## src/rtl/cp0_ctrl.sv

```systemverilog
// CP0 control block: exception/interrupt state, Status/Cause/EPC with MEM/WB forwarding.
// Optional Count/Compare timer is built only when CP0_TIMER_EN is defined.
module cp0_ctrl #(
  parameter int unsigned N_HW_INT  = 6,
  parameter int unsigned COUNT_DIV = 1,
  parameter logic [31:0] PRID_VAL  = 32'h004C_0102
) (
  input  logic                clk,
  input  logic                rst,
  input  logic                wb_we_i,
  input  logic [4:0]          wb_waddr_i,
  input  logic [31:0]         wb_wdata_i,
  input  logic                mem_we_i,
  input  logic [4:0]          mem_waddr_i,
  input  logic [31:0]         mem_wdata_i,
  input  logic [4:0]          raddr_i,
  input  logic [N_HW_INT-1:0] int_i,
  input  logic                exc_valid_i,
  input  logic [4:0]          exc_code_i,
  input  logic [31:0]         exc_pc_i,
  input  logic                exc_bd_i,
  input  logic [31:0]         exc_badvaddr_i,
  input  logic                eret_i,
  output logic [31:0]         rdata_o,
  output logic [31:0]         status_o,
  output logic [31:0]         cause_o,
  output logic [31:0]         epc_o,
  output logic                timer_int_o,
  output logic                int_req_o
);

  localparam logic [4:0] A_BADVADDR = 5'd8;
  localparam logic [4:0] A_COUNT    = 5'd9;
  localparam logic [4:0] A_COMPARE  = 5'd11;
  localparam logic [4:0] A_STATUS   = 5'd12;
  localparam logic [4:0] A_CAUSE    = 5'd13;
  localparam logic [4:0] A_EPC      = 5'd14;
  localparam logic [4:0] A_PRID     = 5'd15;
  localparam logic [4:0] A_CONFIG   = 5'd16;

  localparam logic [31:0] CONFIG_VAL  = 32'h0000_8000;
  localparam logic [31:0] CAUSE_WMASK = 32'h00C0_0300;

  if (N_HW_INT < 1 || N_HW_INT > 6) begin : g_bad_n_hw_int
    $error("cp0_ctrl: N_HW_INT out of range");
  end
  if (COUNT_DIV < 1 || COUNT_DIV > 16) begin : g_bad_count_div
    $error("cp0_ctrl: COUNT_DIV out of range");
  end

  logic [31:0] status_q, epc_q, badvaddr_q;
  logic        bd_q, iv_q, wp_q;
  logic [1:0]  ip_sw_q;
  logic [5:0]  ip_hw_q;
  logic [4:0]  exc_code_q;
  logic [31:0] count_v, compare_v;
  logic        timer_q;
  logic [31:0] cause_v, rd_base, rd_fwd;

  // Write mask per address: read-only and unmapped registers take no bits.
  function automatic logic [31:0] wmask(input logic [4:0] a);
    case (a)
      A_STATUS, A_EPC, A_BADVADDR: wmask = '1;
      A_CAUSE:                     wmask = CAUSE_WMASK;
`ifdef CP0_TIMER_EN
      A_COUNT, A_COMPARE:          wmask = '1;
`endif
      default:                     wmask = '0;
    endcase
  endfunction

  // Layer WB then MEM (younger) writes over the committed value of register a.
  function automatic logic [31:0] fwd(input logic [4:0] a, input logic [31:0] base,
                                      input logic wwe, input logic [4:0] wa, input logic [31:0] wd,
                                      input logic mwe, input logic [4:0] ma, input logic [31:0] md);
    logic [31:0] v;
    v = base;
    if (wwe && wa == a) v = (v & ~wmask(a)) | (wd & wmask(a));
    if (mwe && ma == a) v = (v & ~wmask(a)) | (md & wmask(a));
    return v;
  endfunction

  logic wb_status, wb_cause, wb_epc, wb_badvaddr;
  assign wb_status   = wb_we_i && wb_waddr_i == A_STATUS;
  assign wb_cause    = wb_we_i && wb_waddr_i == A_CAUSE;
  assign wb_epc      = wb_we_i && wb_waddr_i == A_EPC;
  assign wb_badvaddr = wb_we_i && wb_waddr_i == A_BADVADDR;

  always_ff @(posedge clk) begin
    if (rst) begin
      status_q   <= 32'h1000_0000;
      epc_q      <= '0;
      badvaddr_q <= '0;
      bd_q       <= 1'b0;
      iv_q       <= 1'b0;
      wp_q       <= 1'b0;
      ip_sw_q    <= '0;
      ip_hw_q    <= '0;
      exc_code_q <= '0;
    end else begin
      ip_hw_q <= 6'(int_i);
      if (wb_status) status_q <= wb_wdata_i;
      // EXL is overridden after the WB write so exception/eret take the field.
      if (exc_valid_i)  status_q[1] <= 1'b1;
      else if (eret_i)  status_q[1] <= 1'b0;
      if (wb_cause) begin
        ip_sw_q <= wb_wdata_i[9:8];
        wp_q    <= wb_wdata_i[22];
        iv_q    <= wb_wdata_i[23];
      end
      if (exc_valid_i) begin
        exc_code_q <= exc_code_i;
        if (!status_q[1]) begin
          bd_q  <= exc_bd_i;
          epc_q <= exc_pc_i - (exc_bd_i ? 32'd4 : 32'd0);
        end
      end else if (wb_epc) begin
        epc_q <= wb_wdata_i;
      end
      if (exc_valid_i && (exc_code_i == 5'd4 || exc_code_i == 5'd5))
        badvaddr_q <= exc_badvaddr_i;
      else if (wb_badvaddr)
        badvaddr_q <= wb_wdata_i;
    end
  end

`ifdef CP0_TIMER_EN
  localparam logic [3:0] DIV_LAST = 4'(COUNT_DIV - 1);
  logic [3:0]  div_q;
  logic [31:0] count_q, compare_q;

  always_ff @(posedge clk) begin
    if (rst) begin
      div_q     <= '0;
      count_q   <= '0;
      compare_q <= '0;
      timer_q   <= 1'b0;
    end else begin
      if (wb_we_i && wb_waddr_i == A_COUNT) begin
        count_q <= wb_wdata_i;
        div_q   <= '0;
      end else if (div_q == DIV_LAST) begin
        count_q <= count_q + 32'd1;
        div_q   <= '0;
      end else begin
        div_q <= div_q + 4'd1;
      end
      if (wb_we_i && wb_waddr_i == A_COMPARE) begin
        compare_q <= wb_wdata_i;
        timer_q   <= 1'b0;
      end else if (count_q == compare_q) begin
        timer_q <= 1'b1;
      end
    end
  end

  assign count_v   = count_q;
  assign compare_v = compare_q;
`else
  assign count_v   = '0;
  assign compare_v = '0;
  assign timer_q   = 1'b0;
`endif

  assign cause_v = {bd_q, 7'b0, iv_q, wp_q, 6'b0, ip_hw_q[5] | timer_q, ip_hw_q[4:0],
                    ip_sw_q, 1'b0, exc_code_q, 2'b0};

  always_comb begin
    rd_base = '0;
    case (raddr_i)
      A_BADVADDR: rd_base = badvaddr_q;
      A_COUNT:    rd_base = count_v;
      A_COMPARE:  rd_base = compare_v;
      A_STATUS:   rd_base = status_q;
      A_CAUSE:    rd_base = cause_v;
      A_EPC:      rd_base = epc_q;
      A_PRID:     rd_base = PRID_VAL;
      A_CONFIG:   rd_base = CONFIG_VAL;
      default:    rd_base = '0;
    endcase
  end

  always_comb begin
    rd_fwd   = fwd(raddr_i,  rd_base,  wb_we_i, wb_waddr_i, wb_wdata_i, mem_we_i, mem_waddr_i, mem_wdata_i);
    status_o = fwd(A_STATUS, status_q, wb_we_i, wb_waddr_i, wb_wdata_i, mem_we_i, mem_waddr_i, mem_wdata_i);
    cause_o  = fwd(A_CAUSE,  cause_v,  wb_we_i, wb_waddr_i, wb_wdata_i, mem_we_i, mem_waddr_i, mem_wdata_i);
    epc_o    = fwd(A_EPC,    epc_q,    wb_we_i, wb_waddr_i, wb_wdata_i, mem_we_i, mem_waddr_i, mem_wdata_i);
  end

  assign rdata_o     = rst ? '0 : rd_fwd;
  assign timer_int_o = timer_q & ~rst;
  assign int_req_o   = ~rst & status_o[0] & ~status_o[1] & (|(cause_o[15:8] & status_o[15:8]));

endmodule

```

## config.mk

```make
export PLATFORM = sky130hd
export DESIGN_NAME = cp0_ctrl
export DESIGN_NICKNAME = d
export VERILOG_FILES = /design/src/rtl/cp0_ctrl.sv
export SDC_FILE = /design/constraint.sdc
export NUM_CORES = 1
export LEC_CHECK = 0
export ABC_AREA = 1
export BUFFER_PORTS_ARGS = -buffer_cell sky130_fd_sc_hd__buf_2
export CORE_MARGIN = 4
export CORE_UTILIZATION = 55
export CTS_BUF_LIST = sky130_fd_sc_hd__clkbuf_8
export CTS_CLUSTER_SIZE = 40
export DETAILED_ROUTE_END_ITERATION = 16
export PLACE_DENSITY_LB_ADDON = 0.3
export SETUP_SLACK_MARGIN = 0.4
export SLEW_MARGIN = 30
export SYNTH_ARGS = -nofsm -noshare
export SYNTH_HDL_FRONTEND = slang
export SYNTH_SLANG_ARGS = --single-unit
```

## constraint.sdc

```tcl
create_clock -name clk -period 3.4 [get_ports clk]
set_input_delay 0 -clock clk [delete_from_list [all_inputs] [get_ports clk]]
set_output_delay 0 -clock clk [all_outputs]
set_load 0.005 [all_outputs]
```

After elaboration in Yosys (flattened, before gate mapping) --
Index checks and enable logic that the tools add are counted. Widths: inputs -> output; s select.
Storage, ports and cells: bits in registers 112, output and inout bits 130, word-level logic and storage cells 114
Cells by class: $add $sub $neg 1, equal/unequal tests 18, mux-type cells 28, bitwise logic cells 39, reduce and logical (&&, ||, !) cells 18
Operators by type and width (count):
- $mux 32 | 22
- $and 32x32->32 | 16
- $not 32->32 | 8
- $or 32x32->32 | 8
- $pmux 32 s6 | 1
- $pmux 32 s2 | 1
- $eq 5x4->1 const B | 12
- $sub 32x3->32 | 1
- $eq 5x3->1 const B | 2
- $eq 5x5->1 | 2
- $logic_and 1x1->1 | 10
- $and 8x8->8 | 1
- $reduce_or 8->1 | 1
- $eq 5x5->1 const B | 1
- $reduce_and 2->1 | 2
- $reduce_bool 2->1 | 2
- $and 1x1->1 | 3
- $mux 3 | 1
- $not 1->1 | 3
- $reduce_bool 3->1 | 1
- $reduce_or 3->1 | 1
- $mux 1 | 2
- $mux 2 | 1
- $ne 2x2->1 const B | 1
- $logic_or 1x1->1 | 1

Depth between registers and ports, before layout --
depth after elaboration 13, depth in mapped cells 12, gate-level depth less buffers 11

Least setup slack after synthesis --
OpenSTA, ideal clock, no wires.
path type input -> register, from input exc_pc_i[2], to register epc_q[22], data arrival time 1478 ps, path slack 1802 ps, cell stages on the path 11, buffers on the path 1, cells stage by stage inv_1 > ha_1 > ha_1 > clkbuf_1 > nand2_1 > nor2_1 > nand3_1 > o21ai_0 > nand3_1 > nand2_1 > a21oi_1
On the way: cells in the longest elaborated chain, start to end 3
Ends and longest elaborated chain:
- start: declaration | RTL line 20 | input logic [31:0] exc_pc_i,
- $sub 32x3->32 | RTL line 115 | epc_q <= exc_pc_i - (exc_bd_i ? 32'd4 : 32'd0);
- $mux 32 | RTL line 113 | if (!status_q[1]) begin
- $mux 32 | RTL line 111 | if (exc_valid_i) begin
- end signal: assignment | RTL line 115
- end signal: assignment | RTL line 118 | epc_q <= wb_wdata_i;
- end: declaration | RTL line 51 | logic [31:0] status_q, epc_q, badvaddr_q;
Every way passes these cells. The select of a mux whose other input is x is not followed. A chain may end at the register's enable or synchronous reset.

Final worst setup path --
from input exc_code_i[1], to register badvaddr_q[25]
On the way: cells in the longest elaborated chain, start to end 4
Ends and longest elaborated chain:
- start: declaration | RTL line 19 | input logic [4:0] exc_code_i,
- $eq 5x3->1 | RTL line 120 | if (exc_valid_i && (exc_code_i == 5'd4 || exc_code_i == 5'd5))
- $logic_or 1x1->1 * | RTL line 120
- $logic_and 1x1->1 * | RTL line 120
- $mux 32 or $reduce_bool 2->1 (tied branches)
- end signal: assignment | RTL line 121 | badvaddr_q <= exc_badvaddr_i;
- end signal: assignment | RTL line 123 | badvaddr_q <= wb_wdata_i;
- end: declaration | RTL line 51
Mark *: on every way between the ends. The rest lies on a longest branch, timed or not.

==> results.py <==
metrics = {
    "power": {
        "power.internal_w": 0.00198,
        "clockPowerShare": 0.280,
        "ir_drop_mv": 0.213,
        "p_seq_frac": 0.482,
        "p_leak_nw": 5.32,
        "power_w": 0.00292,
        "switching_power_w": 0.000945,
        "pwr_density_cell_nw_per_um2": 269,
        "pwr-share-comb": 0.238,
        "swShare": 0.323,
    },
    "global_route": {
        "grt_pass1_wl_um": 56200,
        "track_usage": 0.397,
        "grt_max_degree": 79,
        "grt_pass1_vias": 10808,
        "overflow": 0,
        "antenna_found_initial": 0,
    },
    "synth": {
        "yosys-top-cells-area": "dfxtp_1, nand2_1, nor2_1",
        "synth-compound-area-share": 0.195,
        "synth_top_area_frac": 0.268,
        "yosysTopAreaCell": "dfxtp_1",
        "synthSimpleGateAreaFrac": 0.419,
        "ys_seq_area_frac": 0.268,
        "synthCells": 1493,
        "synthMuxAreaShare": 0,
        "synth-seq-cells": 112,
        "avgSynthCellArea_um2": 5.61,
        "synth_cell_types": 34,
        "synthAdderAreaFrac": 0.00299,
        "synth_xor_area_frac": 0.0104,
        "syn_area_um2": 8380,
        "yosys_warnings": 0,
        "synth_top_family_by_area": "simple AND/OR/NAND/NOR gates",
    },
    "drt": {
        "viasPerCell": 5.92,
        "remaining_drc_errors": 0,
        "drtIter0Drc": 1348,
        "routed_wl_um": 36400,
        "detail-route-antenna-nets": 0,
        "dr.pass1.iters": 8,
        "wl_per_cell_um": 18.2,
        "vias": 11804,
    },
    "clocking": {
        "insertion_delay_ns": 0.40,
        "cts.path.max_buffers": 2,
        "cts-root-buf": "clkbuf_8",
        "clkTransAtPathRegs_ns": 0.10,
        "htreeDepth": 3,
        "cts_tree": "yes",
        "cts.sinks": 112,
        "cts_made_buffers": 9,
    },
    "flow_run": {
        "drv_cap": 0,
    },
    "worst_setup_path": {
        "cp_max_fo": 17,
        "max_stage_delay_ns": 0.60,
        "start_kind": "input port",
        "endpoint_kind": "flip-flop",
        "worstPathCellList": "dlygate4sd3_1, buf_2, nor3_1, nand3_1, inv_1, nor2_2, buf_4, nand2_1, a31oi_1, dlygate4sd3_1",
        "arrival_ns": 2.77,
        "timing.critical_path.slowest_stage_cell": "dlygate4sd3_1",
        "crit_type": "in -> reg",
        "required_ns": 3.74,
        "cp_common_cell": "dlygate4sd3_1",
    },
    "final_layout": {
        "antenna_cells": 0,
        "drive_gt1_frac": 0.185,
        "syn_to_final_growth_pct": 29.5,
        "final_nets": 1970,
        "fillCellCount": 1284,
    },
    "sta": {
        "finalSetupTns_ns": 0,
        "worstMarginPinSlew_ns": 0.925,
        "hold_viol_final": 0,
        "slew_violations": 0,
        "fin_worst_skew_ns": 0.00880,
        "setup_ws_ns": 0.963,
        "rsz0062_at_grt": "false",
        "holdWs_ns": 0.00690,
        "fin_crit_sh": 0.717,
        "min_period_ns": 2.44,
        "setup_viol": 0,
        "fmax_mhz": 410,
        "relSlewSlack": 0.383,
    },
    "die": {
        "std_cell_rows": 44,
        "die_height_um": 131,
        "die_w_um": 131,
        "boundaryPins": 291,
        "start_util": 0.568,
        "fp.coreArea_um2": 14800,
        "die_area_um2": 17300,
    },
    "run_status": {
        "status": "finished, final reports clean",
    },
    "placed_design": {
        "dp_hpwl_um": 25700,
        "gp_congestion": 1.01,
        "dpl_worst_slack_ns": 1.01,
        "port_buffers": 273,
    },
    "min_path": {
        "min_path_type": "in -> reg",
    },
}
## power groups by stage
stage                     Combinational (W)  Sequential [W]  Clock (W)
after floorplan                    0.000309         0.00142          0
after global placement             0.000595         0.00143          0
after global routing               0.000749         0.00141   0.000858
final                              0.000696         0.00141   0.000818
after detailed placement           0.000598         0.00143          0
after CTS                          0.000671         0.00140   0.000817
## worst max-delay path, delay by kind of cell
kind            cells  cell delay (ns)
compound gates      1             0.18
buf+inv             5             1.70
simple gates        4             0.87
## layer usage
metal,vias up,GRT usage,share of wire
met3,182,0.0700,0.12
li1,5445,-,-
met1,5268,0.485,0.36
met2,909,0.662,0.46
met4,0,0.224,0.060
met5,-,0,0
## metrics by stage
step,std cells,util,instance area (um^2)
final,1994,0.736,10900
after global routing,1994,0.736,10900
after CTS,1993,0.735,10800
after detailed placement,1884,0.658,9710
after global placement,1884,0.658,9710
after floorplan,1509,-,8440
## logic make-up after synthesis
| group | after synthesis |
|---|---|
| and+or+nand+nor | 861 |
| AOI/OAI and AO/OA | 304 |
| buffers and inverters | 203 |
| DFF | 112 |
| xor gates and xnor gates | 10 |
| adders and majority gates | 2 |
| other | 1 |
## area by class of cell
cell class | count | area (um^2) | area share
Multi-Input combinational cell | 1194 | 5330 | 0.491
Inverter | 101 | 379 | 0.0349
Timing Repair Buffer | 389 | 2490 | 0.230
Sequential cell | 112 | 2240 | 0.207
Clock buffer | 9 | 124 | 0.0114
Tap cell | 184 | 230 | 0.0212
Clock inverter | 5 | 60.1 | 0.00553
## layout by cell type (no fill, tap or decap), types with 2 or more instances in the layout
cell type	n
o22ai_1	7
conb_1	17
xnor2_1	3
o211ai_1	3
inv_2	7
nand4_1	11
nand2_1	451
ha_1	2
and2_1	6
dlygate4sd3_1	95
a211oi_1	2
nand3b_1	3
nand3_1	109
nor3_1	12
clkinvlp_4	2
xor2_1	7
a31oi_1	60
o21ai_0	160
a21oi_1	70
or2_2	9
nor2_2	3
dfxtp_1	112
buf_2	273
clkbuf_8	9
inv_1	94
nor2_1	250
buf_4	19
nor2_4	3
## repair_timing
action / 4_1_cts / 5_1_grt
buffers inserted: 0 / 0
hold endpoints to repair: 75 / 0
gates resized for setup: 0 / 0
hold buffers: 95 / 0
endpoints found under the setup margin: 0 / 0
## cells in the mapped netlist
library cell	instances
o21a_1	1
and2_1	6
xor2_1	7
clkbuf_1	49
nor2_4	3
nand4_2	1
conb_1	1
ha_1	2
nor2_1	252
xnor2_1	3
a211oi_1	2
nand3b_1	3
buf_4	21
o21ai_4	1
o21ai_0	160
inv_1	94
nand4_1	11
nand2_1	451
buf_2	27
a21oi_1	70
buf_6	1
buf_1	4
inv_2	6
nand3_1	110
a31oi_1	60
dfxtp_1	112
o22ai_1	7
clkinv_1	1
nor3_1	12
nor2_2	1
o211ai_1	3
or2_2	9
nand2_2	1
nor3_4	1
## sequential cells by signal (all words and copies together), names as in the netlist
register and count:
exc_code_q 5, status_q 32, wp_q 1, ip_hw_q 6
badvaddr_q 32, ip_sw_q 2, bd_q 1, epc_q 32
iv_q 1
## path summary, 6_finish.rpt
| path | startpoint | to | slack [ns] | cells past startpoint |
|---|---|---|---|---|
| max | exc_code_i[1] | badvaddr_q[25] | 0.96 | 10 |
| min reg2reg | badvaddr_q[12] | badvaddr_q[12] | 0.47 | 2 |
| max reg2reg | status_q[1] | epc_q[1] | 1.25 | 7 |
| min | wb_wdata_i[23] | epc_q[23] | 0.007 | 3 |
No activity file was read; power rests on OpenSTA's default activity.
